## src/rtl/piso_serializer_pkg.sv

```systemverilog
// Shared types and constants for the parallel-in/serial-out serializer.
// PISO_PARITY_EN (optional define) appends an even-parity bit to every word.
package piso_pkg;

  localparam int DEFAULT_WIDTH = 8;
  localparam logic IDLE_LEVEL = 1'b1;

  typedef enum logic [1:0] {
    IDLE   = 2'd0,
    SHIFT  = 2'd1,
    PARITY = 2'd2
  } state_t;

endpackage

```

## src/rtl/piso_serializer_if.sv

```systemverilog
// Load handshake, bit strobe and serial output bundle for piso_serializer.
// master = word source / line consumer, slave = the serializer itself.
interface piso_serializer_if
  import piso_pkg::*;
#(
  parameter int WIDTH = DEFAULT_WIDTH
);

  logic [WIDTH-1:0] d;
  logic             load_valid;
  logic             load_ready;
  logic             en;
  logic             sout;
  logic             sout_valid;
  logic             busy;
  logic             done;

  modport master (
    output d, load_valid, en,
    input  load_ready, sout, sout_valid, busy, done
  );

  modport slave (
    input  d, load_valid, en,
    output load_ready, sout, sout_valid, busy, done
  );

endinterface

```

## src/rtl/piso_serializer_bit_counter.sv

```systemverilog
// Counts consumed bits of one word; saturates at WIDTH-1 and flags it as terminal.
module bit_counter #(
  parameter int WIDTH = 8,
  localparam int CW = (WIDTH > 1) ? $clog2(WIDTH) : 1
) (
  input  logic clk,
  input  logic reset,
  input  logic clear,
  input  logic inc,
  output logic tc
);

  logic [CW-1:0] count_reg;
  logic [CW-1:0] count_next;

  assign tc = (count_reg == CW'(WIDTH - 1));

  // clear wins over inc; saturation keeps the count inside one word
  always_comb begin
    count_next = count_reg;
    if (clear) begin
      count_next = '0;
    end else if (inc && !tc) begin
      count_next = count_reg + CW'(1);
    end
  end

  always_ff @(posedge clk) begin
    if (reset) begin
      count_reg <= '0;
    end else begin
      count_reg <= count_next;
    end
  end

endmodule

```

## src/rtl/piso_serializer.sv

```systemverilog
// MSB-first serializer: accepts a word in IDLE, emits one bit per en strobe, pulses done.
// Define PISO_PARITY_EN to append an even-parity bit after the data bits.
module piso_serializer
  import piso_pkg::*;
#(
  parameter int WIDTH = DEFAULT_WIDTH
) (
  input  logic               clk,
  input  logic               reset,
  piso_serializer_if.slave   bus
);

  state_t           state_reg;
  state_t           state_next;
  logic [WIDTH-1:0] shift_reg;
  logic [WIDTH-1:0] shift_next;
  logic             done_reg;
  logic             done_next;
  logic             cnt_clear;
  logic             cnt_inc;
  logic             cnt_tc;
  logic             sout_mux;
`ifdef PISO_PARITY_EN
  logic             parity_reg;
  logic             parity_next;
`endif

  bit_counter #(
    .WIDTH (WIDTH)
  ) u_bit_counter (
    .clk   (clk),
    .reset (reset),
    .clear (cnt_clear),
    .inc   (cnt_inc),
    .tc    (cnt_tc)
  );

  always_comb begin
    state_next  = state_reg;
    shift_next  = shift_reg;
    done_next   = 1'b0;
    cnt_clear   = 1'b0;
    cnt_inc     = 1'b0;
`ifdef PISO_PARITY_EN
    parity_next = parity_reg;
`endif
    case (state_reg)
      IDLE: begin
        if (bus.load_valid) begin
          shift_next  = bus.d;
          cnt_clear   = 1'b1;
          state_next  = SHIFT;
`ifdef PISO_PARITY_EN
          parity_next = ^bus.d;
`endif
        end
      end
      SHIFT: begin
        if (bus.en) begin
          shift_next = {shift_reg[WIDTH-2:0], 1'b0};
          if (cnt_tc) begin
            // last data bit consumed; counter is parked at zero between words
            cnt_clear = 1'b1;
`ifdef PISO_PARITY_EN
            state_next = PARITY;
`else
            state_next = IDLE;
            done_next  = 1'b1;
`endif
          end else begin
            cnt_inc = 1'b1;
          end
        end
      end
`ifdef PISO_PARITY_EN
      PARITY: begin
        if (bus.en) begin
          state_next = IDLE;
          done_next  = 1'b1;
        end
      end
`endif
      default: begin
        state_next = IDLE;
      end
    endcase
  end

  always_ff @(posedge clk) begin
    if (reset) begin
      state_reg  <= IDLE;
      shift_reg  <= '0;
      done_reg   <= 1'b0;
`ifdef PISO_PARITY_EN
      parity_reg <= 1'b0;
`endif
    end else begin
      state_reg  <= state_next;
      shift_reg  <= shift_next;
      done_reg   <= done_next;
`ifdef PISO_PARITY_EN
      parity_reg <= parity_next;
`endif
    end
  end

  // line level is decoded from registered state only
  always_comb begin
    sout_mux = IDLE_LEVEL;
    case (state_reg)
      SHIFT:   sout_mux = shift_reg[WIDTH-1];
`ifdef PISO_PARITY_EN
      PARITY:  sout_mux = parity_reg;
`endif
      default: sout_mux = IDLE_LEVEL;
    endcase
  end

  assign bus.sout       = sout_mux;
  assign bus.load_ready = (state_reg == IDLE);
  assign bus.busy       = (state_reg != IDLE);
  assign bus.sout_valid = (state_reg != IDLE);
  assign bus.done       = done_reg;

endmodule

```

## src/flat_wrapper.sv

```systemverilog
// flat-port wrapper written by rule: the top's interface ports become plain ports
module piso_serializer_flat import piso_pkg::*;
#(
  parameter int WIDTH = DEFAULT_WIDTH
)
  (clk, reset, bus_d, bus_load_valid, bus_en, bus_load_ready, bus_sout, bus_sout_valid, bus_busy, bus_done);
  piso_serializer_if #(.WIDTH(WIDTH)) bus_i ();
  input  logic clk;
  input  logic reset;
  input wire logic [$bits(bus_i.d)-1:0] bus_d;
  input wire logic [$bits(bus_i.load_valid)-1:0] bus_load_valid;
  input wire logic [$bits(bus_i.en)-1:0] bus_en;
  output wire logic [$bits(bus_i.load_ready)-1:0] bus_load_ready;
  output wire logic [$bits(bus_i.sout)-1:0] bus_sout;
  output wire logic [$bits(bus_i.sout_valid)-1:0] bus_sout_valid;
  output wire logic [$bits(bus_i.busy)-1:0] bus_busy;
  output wire logic [$bits(bus_i.done)-1:0] bus_done;
  assign bus_i.d = bus_d;
  assign bus_i.load_valid = bus_load_valid;
  assign bus_i.en = bus_en;
  assign bus_load_ready = bus_i.load_ready;
  assign bus_sout = bus_i.sout;
  assign bus_sout_valid = bus_i.sout_valid;
  assign bus_busy = bus_i.busy;
  assign bus_done = bus_i.done;
  piso_serializer #(.WIDTH(WIDTH)) u_core (.clk(clk), .reset(reset), .bus(bus_i));
endmodule
```

## config.mk

```make
export PLATFORM = sky130hd
export DESIGN_NAME = piso_serializer_flat
export DESIGN_NICKNAME = d
export VERILOG_FILES = /design/src/rtl/piso_serializer_pkg.sv /design/src/rtl/piso_serializer_if.sv /design/src/rtl/piso_serializer_bit_counter.sv /design/src/rtl/piso_serializer.sv /design/src/flat_wrapper.sv
export SDC_FILE = /design/constraint.sdc
export NUM_CORES = 1
export LEC_CHECK = 0
export ABC_AREA = 1
export CAP_MARGIN = 20
export CORE_MARGIN = 10
export CORE_UTILIZATION = 42
export DETAILED_ROUTE_END_ITERATION = 7
export PLACE_DENSITY = 0.72
export SLEW_MARGIN = 20
export SYNTH_ARGS = -nofsm -noshare
export SYNTH_HDL_FRONTEND = slang
export SYNTH_HIERARCHICAL = 1
export SYNTH_SLANG_ARGS = --single-unit
```

## constraint.sdc

```tcl
create_clock -name clk -period 1.31 [get_ports clk]
set_input_delay 0.262 -clock clk [delete_from_list [all_inputs] [get_ports clk]]
set_output_delay 0.262 -clock clk [all_outputs]
set_load 0.05 [all_outputs]
```

==> results.md <==
- STA classifies the critical path endpoint as an output port.
- The clock tree from TritonCTS is yes.
- The number of antenna violations at the first check in global routing is 0.
- The flow ran to the end, and the final reports show no timing, DRC or antenna violations.
- The deepest level of the CTS H-tree is 1.
- After clock tree synthesis, the clock-pin slew on the worst setup and hold paths is 0.08 ns.
- The final layout contains 156 nets.
- 0 antenna diodes ended up in the layout.
- The worst-case IR drop observed on VDD is 0.729 mV.
- The largest net degree at the start of global routing is 9.
- The layout overhead on the synthesized area is 53.2%.
- After the first detailed-routing iteration, the DRC count stood at 14.
- Max-cap violations in this run came to 0.
- The initial cell density of the core is 45.4%.
- Setup violations remaining at the end of the flow were counted as 0.
- The average instance area after synthesis is 6.50 um^2.
- The total number of clock tree sinks is 13.
- The number of warnings issued by yosys is 6.
- The fraction of layout instances using a drive strength above 1 is 27.7%.
- The die covers 3730 um^2.
- In this run, CTS created clock tree buffers numbering 3.
- For this run, the slowest stage of the critical path takes 0.36 ns.
- Using the TritonRoute via totals, the vias-per-cell ratio works out to 4.61.
- Detailed placement ended at an HPWL of 1300 um.
- Data arrives at the worst endpoint at 0.99 ns.
- The worst hold path passes through 2 cells.
- The global-route wire length before repair is 2930 um.
- The switching power total is 300 uW.
- The clock network fraction of total power is 24.8%.
- The final core area utilization is 69.6%.
- The clock period could shrink to 1.25 ns.
- The layer flagged by global routing as most heavily used is met2.
- Setup repair after global routing left no endpoint under its margin.
- The final-report hold violation count is 0.
- The worst setup path is launched from a flop.
- The share of the Yosys chip area taken by registers is 36.7%.
- For met1 alone, demand over resource in global routing was 11.2%.
- The worst pin sits at a relative slew slack of 82.4%.
- Dividing total power by cell area gives a power density of 914 nW/um^2.
- For this design the top-level I/O count stands at 17.
- The total of buffers placed on input and output ports is 16.
- The maximum fanout along the worst path is 5.
- The number of nets with antenna violations after routing is 0.
- The number of flip-flops under the largest register name is 8.
- The die is 61.1 um tall.
- The depth of the worst register-to-register path is 7.
- The net count after synthesis is 123.
- The total track usage is 10.2%.
- The mapped netlist covers 708 um^2.
- The met2 track utilization from global routing is 17.5%.
- The core region is 1560 um^2.
- The tree is rooted in a sky130_fd_sc_hd__clkbuf_4.
- Clock skew on the completed layout was measured at 0.00356 ns.
- The post-cts hold buffer count is 0.
- In the routed design, unresolved DRC markers number 0.
- Synthesis inferred 13 register bits.
- The category of the most critical setup path is flop to output port.
- The cell count after synthesis is 109.
- At the end of routability-driven placement, the weighted congestion stood at 0.817.
- The total overflow left after global routing is 0.
- Sequential cells account for 44.2% of the total power.
- Clock latency on the worst-skew pair, taken at its later pin, is 0.27 ns.
- The slowest cell on the critical path is sky130_fd_sc_hd__dfxtp_4.
- For the worst setup path, the data required time is 1.05 ns.
- The count of distinct cell types in the synthesized netlist is 16.
- Of the total power, the share spent switching nets is 30.2%.
- The clock passes through at most 2 buffers.
- The detail-routed net length per standard cell is 11.0 um.
- The part of the total power dissipated in combinational logic is 31.0%.
- The total count of max-transition violations in the final report was 0.
- The share of the cycle needed by the critical path after routing is 95.8%.
- The signal on the critical path passes through buf_4, nand2_2, buf_12.
- Across all layers, the routed design uses 723 vias.
- In this run the static leakage power is 0.000530 uW.
- The met3 usage in global routing is 3.50%.
- The min-delay analysis places its worst path in the category flop to flop.
- The number of search-and-repair iterations in the first detailed-routing pass is 4.
- The horizontal extent of the die is 61.1 um.
- Timing would allow up to 797 MHz.
- The internal power contribution is 691 uW.
- The post-detailed-routing wire length is 1720 um.
- Final hold analysis gives a worst-case slack of 0.483 ns.
- The via count of the first global-routing pass came to 734.
- At the pin with the least slew margin, the transition time is 0.264 ns.
- The row count is 14.
## routing by layer
layer | wire length [um] | vias to the layer above | part of all wire [%]
met2 | 792 | 16 | 46
li1 | - | 393 | -
met1 | 786 | 310 | 46
met4 | 27 | 0 | 1.6
met5 | 0 | - | 0
met3 | 117 | 4 | 6.8
## through the flow
stage	power (uW)	cells	instance area [um^2]	worst slack, ns	TNS [ns]
detailed placement	734	149	1010	-0.174	-0.595
finish	991	157	1080	0.0557	0
global placement	730	149	1010	-0.105	-0.361
floorplan	611	109	712	0.0308	0
CTS	997	157	1080	0.00747	0
global route	1060	157	1080	0.00380	0
## worst paths after layout
| path | to | slack [ns] | from |
|---|---|---|---|
| max | bus_sout | 0.06 | u_core/state_reg[0] |
| min | u_core/shift_reg[0] | 0.48 | u_core/shift_reg[0] |
| max reg2reg | u_core/u_bit_counter/count_reg[2] | 0.06 | u_core/u_bit_counter/count_reg[0] |
| min reg2reg | u_core/shift_reg[0] | 0.48 | u_core/shift_reg[0] |
## layout by cell type, fill, tap and decap left out, types with 3 or more instances in the layout
cell	count
sky130_fd_sc_hd__nand3_1	11
sky130_fd_sc_hd__nand2_1	34
sky130_fd_sc_hd__clkbuf_4	3
sky130_fd_sc_hd__inv_1	11
sky130_fd_sc_hd__clkdlybuf4s50_1	11
sky130_fd_sc_hd__nor2_2	5
sky130_fd_sc_hd__dfxtp_1	12
sky130_fd_sc_hd__nand2_2	3
sky130_fd_sc_hd__buf_4	13
sky130_fd_sc_hd__nor2_1	18
sky130_fd_sc_hd__buf_12	6
## what timing repair did
action | in CTS | in global routing
buffers inserted | 4 | 0
endpoints found under the setup margin | 4 | 5
gates resized for setup | 3 | 4
pin swaps | 0 | 2
## critical path: cells and delay by family (launching register included)
family,cells,cell delay (ns)
flops,1,0.36
simple gates,1,0.08
buf+inv,2,0.28
## power groups by stage
stage	Combinational [uW]	Sequential (uW)	Clock, uW
global placement	276	454	0
floorplan	158	453	0
global route	337	443	279
CTS	305	438	254
detailed placement	279	455	0
finish	307	438	246
## cells by family (layout without fill, tap and decap cells)
family / Yosys count / count (layout) / synth area share, %
DFF: 13 / 13 / 36.7
buffers and inverters: 17 / 49 / 11.0
adders and majority gates: 2 / 2 / 3.53
and+or+nand+nor: 74 / 74 / 46.6
AOI/OAI and AO/OA: 3 / 3 / 2.12
## Yosys cell counts (all sizes together)
library cell | count | area, um^2
dfxtp | 13 | 260
o21ai | 1 | 5.00
inv | 15 | 58.8
nand3 | 11 | 55.1
ha | 2 | 25.0
buf | 2 | 18.8
nand2 | 37 | 144
a21oi | 2 | 10.0
nor2 | 26 | 131
## area by class of cell
type / instances / area (um^2)
clock buffer: 4 / 26.3
fill: 128 / 474
inverter: 15 / 61.3
multi-input combinational: 79 / 385
sequential: 13 / 264
tap: 16 / 20.0
timing repair buffer: 30 / 328
(Power assumes the default switching activity.)
